File: config.mk
export PLATFORM = sky130hd
export DESIGN_NAME = writeback_stage
export DESIGN_NICKNAME = d
export VERILOG_FILES = /design/src/rtl/writeback_stage.sv
export SDC_FILE = /design/constraint.sdc
export NUM_CORES = 2
export LEC_CHECK = 0
export CORE_UTILIZATION = 61
export CTS_CLUSTER_DIAMETER = 60
export DETAILED_ROUTE_END_ITERATION = 12
export PLACE_DENSITY = 0.91
export SYNTH_ARGS = -nofsm -noshare
export SYNTH_HDL_FRONTEND = slang
export SYNTH_SLANG_ARGS = --single-unit
File: constraint.sdc
create_clock -name clk -period 3.9 [get_ports clk]
set_clock_uncertainty 0.15 [all_clocks]
set_input_delay 0.78 -clock clk [delete_from_list [all_inputs] [get_ports clk]]
set_output_delay 0.78 -clock clk [all_outputs]
set_load 0.05 [all_outputs]
File: src/rtl/writeback_stage.sv
// Writeback stage: completes loads, selects the architectural result, writes the
// 32x32 register file, drives write-first decode read ports and the load forwarding pair.
module writeback_stage (
    input  logic        clk,
    input  logic        rst_n,
    input  logic [31:0] IR,
    input  logic [31:0] RD,
    input  logic [31:0] A,
    input  logic [31:0] PC,
    input  logic        v_in,
    input  logic        stall,
    output logic        r_out,
    input  logic [4:0]  rs1_addr,
    input  logic [4:0]  rs2_addr,
    output logic [31:0] rs1_data,
    output logic [31:0] rs2_data,
    output logic [4:0]  AW_out,
    output logic [31:0] WB_out,
    output logic [63:0] instret,
    output logic        err
);
    localparam logic [6:0] OPC_LOAD  = 7'b0000011;
    localparam logic [6:0] OPC_OPIMM = 7'b0010011;
    localparam logic [6:0] OPC_AUIPC = 7'b0010111;
    localparam logic [6:0] OPC_OP    = 7'b0110011;
    localparam logic [6:0] OPC_LUI   = 7'b0110111;
    localparam logic [6:0] OPC_JALR  = 7'b1100111;
    localparam logic [6:0] OPC_JAL   = 7'b1101111;

    logic [31:0] rf_q [32];
    logic        r_out_q, r_out_d;
    logic [4:0]  aw_q, aw_d;
    logic [31:0] wb_q, wb_d;
    logic [63:0] instret_q, instret_d;
    logic        err_q, err_d;

    logic [6:0]  opcode;
    logic [2:0]  funct3;
    logic [4:0]  rd_idx;
    logic        writes, load_bad, accept, wr_en;
    logic [31:0] result;
    logic        unused_ir;

    assign unused_ir = &{1'b0, IR[31:15]};

    function automatic logic [31:0] load_ext(input logic [2:0] f3, input logic [31:0] raw);
        logic signed [7:0]  b;
        logic signed [15:0] h;
        b = $signed(raw[7:0]);
        h = $signed(raw[15:0]);
        case (f3)
            3'b000:  load_ext = 32'(b);
            3'b001:  load_ext = 32'(h);
            3'b010:  load_ext = raw;
            3'b100:  load_ext = {24'd0, raw[7:0]};
            3'b101:  load_ext = {16'd0, raw[15:0]};
            default: load_ext = 32'd0;
        endcase
    endfunction

    // Reads see the value being written this cycle so decode never waits on the array.
    function automatic logic [31:0] read_port(input logic [4:0] addr);
        if (addr == 5'd0)
            read_port = 32'd0;
        else if (wr_en && (addr == rd_idx))
            read_port = result;
        else
            read_port = rf_q[addr];
    endfunction

    always_comb begin
        opcode   = IR[6:0];
        funct3   = IR[14:12];
        rd_idx   = IR[11:7];
        writes   = 1'b0;
        load_bad = 1'b0;
        result   = 32'd0;
        case (opcode)
            OPC_LOAD: begin
                result = load_ext(funct3, RD);
                if (funct3 == 3'b011 || funct3 == 3'b110 || funct3 == 3'b111)
                    load_bad = 1'b1;
                else
                    writes = 1'b1;
            end
            OPC_JAL, OPC_JALR: begin
                result = PC + 32'd4;
                writes = 1'b1;
            end
            OPC_OP, OPC_OPIMM, OPC_LUI, OPC_AUIPC: begin
                result = A;
                writes = 1'b1;
            end
            default: ;
        endcase
        accept = v_in & r_out_q;
        wr_en  = accept & writes & (rd_idx != 5'd0);
    end

    always_comb begin
        r_out_d   = ~stall;
        aw_d      = wr_en ? rd_idx : 5'd0;
        wb_d      = accept ? result : wb_q;
        instret_d = accept ? instret_q + 64'd1 : instret_q;
        err_d     = err_q | (accept & load_bad);
    end

    always_ff @(posedge clk or negedge rst_n) begin
        if (!rst_n) begin
            r_out_q   <= 1'b1;
            aw_q      <= 5'd0;
            wb_q      <= 32'd0;
            instret_q <= 64'd0;
            err_q     <= 1'b0;
        end else begin
            r_out_q   <= r_out_d;
            aw_q      <= aw_d;
            wb_q      <= wb_d;
            instret_q <= instret_d;
            err_q     <= err_d;
        end
    end

    always_ff @(posedge clk or negedge rst_n) begin
        if (!rst_n) begin
            for (int i = 0; i < 32; i++)
                rf_q[i] <= 32'd0;
        end else if (wr_en) begin
            rf_q[rd_idx] <= result;
        end
    end

    always_comb begin
        rs1_data = read_port(rs1_addr);
        rs2_data = read_port(rs2_addr);
    end

    assign r_out   = r_out_q;
    assign AW_out  = aw_q;
    assign WB_out  = wb_q;
    assign instret = instret_q;
    assign err     = err_q;
endmodule

==> reports/summary.txt, run 1 <==
Die width: 311 µm
Post-synthesis sequential element count: 1,127
Root Buffer: clkbuf_16
Asr flop ratio synth: 1.00
Err: [ERROR GRT-0232] Routing congestion too high. Check the congestion heatmap in the GUI.
CTS Hold Bufs: 0
Clock tree buffer depth: 3
Tot GR Track Use: 0.788
Most used DFF post-synth: dfrtp_1
Library cells used by synthesis: 65
Area leader, netlist: dfrtp_1
Post-Syn Area: 58,100 µm²
GPL Wtd Cong: 0.942
Area contributors post-synth: dfrtp_1 49%, mux4_2 24%, o21ai_0 6.9%
Mapped Avg Cell Area: 11.6 µm²
# IOs: 309
Syn Nets: 5,157
Sequential-to-total area share from yosys stat: 0.486
CTS buffer count: 112
Most frequent cells after synthesis: 1,126 x dfrtp_1, 840 x nand2_1, 798 x o21ai_0, 618 x mux4_2, 317 x clkbuf_1
Number of port buffers: 291
Most frequent cell after synthesis: dfrtp_1
Post-synth top area share: 0.485
Total grt overflow: 186
Status: aborted with a tool error
Mapped Cells: 5,013
Synth Warn #: 0
Num rows: 112
Clock Sinks: 1,127
H-tree depth: 3
HPWL Detailed: 133 mm
Fail Step: global routing (5_1_grt)
DIE HEIGHT: 311 µm
EDFF count, synth: 0
Pin count of the biggest net entering global routing: 95
Initial cell density of the core: 0.619
kinds of logic after synthesis:
family,count (synthesis),synth area share
compound gates,1283,0.120
xor+xnor,98,0.0148
buf+inv,539,0.0402
flops,1127,0.486
mux,646,0.244
fa+ha+maj,2,0.000431
simple gates,1318,0.0946
layer usage:
layer  GRT overflow  global-route usage
met5             12               0.738
met4             36               0.731
met3             53               0.774
met2             48               0.879
met1             37               0.741
stage by stage:
step	setup TNS (ps)	std cells	instance area (µm²)	setup WS, ps	hold WS, ps
floorplan	-588	5013	58400	-210	291
global placement	-22950	6459	66100	-564	227
detailed placement	-26250	6459	66100	-639	233
CTS	-35.6	6734	71800	-23.5	34.4
repair_timing:
action | in CTS
resized for setup | 209
pin swaps | 56
cloned | 12
buffers inserted | 54
endpoints found under the setup margin | 64
==> run 2: changes to the inputs <==
==> config.mk (replaced) <==
export PLATFORM = sky130hd
export DESIGN_NAME = writeback_stage
export DESIGN_NICKNAME = d
export VERILOG_FILES = /design/src/rtl/writeback_stage.sv
export SDC_FILE = /design/constraint.sdc
export NUM_CORES = 2
export LEC_CHECK = 0
export CORE_UTILIZATION = 40
export DETAILED_ROUTE_END_ITERATION = 12
export PLACE_DENSITY_LB_ADDON = 0.15
export SYNTH_ARGS = -nofsm -noshare
export SYNTH_HDL_FRONTEND = slang
export SYNTH_SLANG_ARGS = --single-unit
==> run 2 against run 1 <==
The flow now finishes, with violations (design-rule violations, negative setup slack). Synthesized cell count is the same. Synthesized area is the same.
==> reports/summary.txt, run 2 <==
Crit path cell chain: clkbuf_16 -> buf_16 -> buf_12 -> or3_4 -> a21oi_4 -> buf_12 -> a211oi_4 -> buf_12 -> buf_12 -> buf_12 -> a32oi_4 -> o21ai_4 -> buf_6
Fin. Hold Viols: 0
Die Area: 147,000 µm²
Metal-1 WL: 90.4 mm
Kind of critical path: in -> out
Syn Nets: 5,157 (unchanged)
Leading cell type in the layout, fill and taps excluded: dfrtp_1
Failing checks: design-rule violations, negative setup slack
Post-Syn Area: 58,100 µm² (unchanged)
WP data required: 2970 ps
Leak: 31.3 nW
Top routing layer in use: met4
Clock Sinks: 1,127 (unchanged)
# IOs: 309 (unchanged)
Worst Hold End: rf_q[1012]$_DFFE_PN0P_
Crit end category: primary output
Biggest register: rf_q
WP buf/inv: 8
Most frequent cells after synthesis: 1,126 x dfrtp_1, 840 x nand2_1, 798 x o21ai_0, 618 x mux4_2, 317 x clkbuf_1
Area contributors post-synth: dfrtp_1 49%, mux4_2 24%, o21ai_0 6.9%
Fmax: 252 MHz
RSZ-0062 raised after global routing: true
Max reg flops: 1,024
H-tree depth: 4 (+1)
Vias in the first global route: 44,400
Final setup violating endpoints: 11
ANT cells: 0
HPWL Detailed: 134 mm (+0.94%)
Core box area: 144,000 µm²
Internal: 20.2 mW
Most frequent cells in the layout: 1,126 x dfrtp_1, 831 x nand2_1, 766 x o21ai_0
First-pass GRT wire length: 308 mm
Slowest-stage cell, CP: or3_4
Number of port buffers: 291 (unchanged)
EDFF count, synth: 0 (unchanged)
Top cell family by delay on the critical path: buffers and inverters
Worst-Skew Late Latency: 770 ps
CP max stage delay: 380 ps
Most common cell on crit path: buf_12
Final #Nets: 5,634
Final Util: 0.520
Root Buffer: clkbuf_16
Reg2reg end: rf_q[432]$_DFFE_PN0P_
Clock tree buffer depth: 3 (unchanged)
WL per Instance: 27.8 µm
Most used DFF post-synth: dfrtp_1
Comb pwr share: 0.098
Reg clk slew, reported paths: 60 ps
Reg-to-Reg Start: r_out$_DFF_PN1_
GPL Wtd Cong: 0.869 (-7.7%)
Final antenna-violating net count: 0
Slew Limit Fails: 0
MaxCap Viol Count: 0
Met2 WL: 94.1 mm
Drt drc: 14
Num rows: 139 (+24%)
Library cells used by synthesis: 65 (unchanged)
TritonRoute pass-1 iters: 10
Mapped Avg Cell Area: 11.6 µm² (unchanged)
Die width: 383 µm (+23%)
Worst R2R Path Depth: 9
Clk network pwr share: 0.461
Worst Hold Class: reg -> reg
NetSw: 6.75 mW
Drt via density: 5.94
Multi-input gate area: 29,500 µm²
Initial antenna violation count: 2
DP Cell Count: 7,182 (+11%)
Switching share of power: 0.250
Area leader, netlist: dfrtp_1
Drt initial violations: 4,562
Post-synth top area share: 0.485 (unchanged)
Reg2reg setup slack: 1070 ps
Final worst path period share: 1.02
Min cycle time layout: 3970 ps
Non-Filler Instances: 7,491
Synth Warn #: 0 (unchanged)
Post-synthesis sequential element count: 1,127 (unchanged)
Vias: 44,500
Tot GR Track Use: 0.287
Asr flop ratio synth: 1.00 (unchanged)
Pwr dens: 360 nW/µm²
Layout cells sized above 1: 0.306
Hold Path Origin: rf_q[1012]$_DFFE_PN0P_
Mapped Cells: 5,013 (unchanged)
DIE HEIGHT: 383 µm (+23%)
Arr. time, crit path: 3040 ps
DR WL met3: 18.6 mm
FILL cells: 12,500
Total grt overflow: 0
Synth-to-layout area growth: 28.8%
CTS tree: yes
Worst Max-Slew Pin Slew: 722 ps
Sequential-to-total area share from yosys stat: 0.486 (unchanged)
Final setup margin: -74.4 ps
Status: finished with violations
Sequential share of power: 0.442
Worst-path maximum fanout: 7
Routed wire length: 208 mm
CTS buffer count: 130 (+16%)
Initial cell density of the core: 0.404 (-0.215)
Peak VDD IR: 0.482 mV
Worst setup SP type: input port
Pin count of the biggest net entering global routing: 109
Relative slew margins: 0.519
Area occupied by registers: 28,200 µm²
Most frequent cell after synthesis: dfrtp_1
Hold depth: 0
==> run 2: layout make-up <==
type                    instances  share of cell area
well taps                    1903              0.0318
flip-flops and latches       1127               0.377
multi-input cells            3347               0.394
repair buffers                876               0.140
clock buffers                 187              0.0502
clock inverters                43             0.00682
inverters                       8            0.000418
==> run 2: stage by stage <==
| stage | cell area [µm²] | hold WS, ps | total power [mW] | setup TNS, ps | setup slack [ps] |
|---|---|---|---|---|---|
| finish | 74800 | 248 | 27.0 | -227 | -74.4 |
| global placement | 67900 | 227 | 14.5 | -32320 | -810 |
| global route | 74800 | 256 | 27.8 | -872 | -81.8 |
| floorplan | 58400 | 291 | 13.2 | -588 | -210 |
| detailed placement | 67900 | 233 | 14.6 | -32230 | -814 |
| CTS | 74000 | 246 | 27.1 | -950 | -106 |
==> run 2: cell families after synthesis <==
group / after synthesis / share of synthesized area
xor gates and xnor gates: 98 / 0.0148
AOI/OAI and AO/OA: 1283 / 0.120
DFF: 1127 / 0.486
buffers and inverters: 539 / 0.0402
and+or+nand+nor: 1318 / 0.0946
muxes: 646 / 0.244
adders and majority gates: 2 / 0.000431
==> run 2: worst max path at each step <==
stage | start | to | cells past startpoint
3_5_place_dp | IR[11] | rs1_data[19] | 11
5_1_grt | rs2_addr[1] | rs2_data[8] | 13
3_3_place_gp | IR[11] | rs1_data[19] | 11
6_report | rs2_addr[0] | rs2_data[8] | 13
2_1_floorplan | rs1_addr[0] | rs1_data[10] | 9
4_1_cts | r_out$_DFF_PN1_ | rs2_data[5] | 8
==> run 2: power groups by stage <==
stage                     Combinational, mW  Clock (mW)  Sequential, mW
after global routing                   2.79        13.1            11.9
final                                  2.64        12.4            11.9
after floorplan                        1.02           0            12.2
after CTS                              2.59        12.6            11.9
after global placement                 2.44           0            12.1
after detailed placement               2.45           0            12.1
==> run 2: worst register-to-register path, stage by stage (launching register included) <==
cell	delay, ps
dfstp_2	550
nand2_4	100
nor2_4	130
buf_6	100
a21o_4	220
buf_4	500
nand4b_1	260
buf_4	400
nand2_1	190
o21ai_0	90
==> run 2: repair_timing <==
action | 4_1_cts | 5_1_grt
hold buffers | 1 | 0
pin swaps | 71 | 53
gates resized for setup | 239 | 95
cloned | 12 | 8
setup buffers | 44 | 25
setup endpoints to repair | 64 | 62
endpoints found under the hold margin | 26 | 0
==> run 2: metal layers <==
metal	GRT usage	vias to the layer above
li1	-	19400
met5	0	-
met1	0.418	22900
met2	0.427	1914
met4	0.0793	0
met3	0.0694	308
Note: power is estimated with default switching activity, not from simulation.
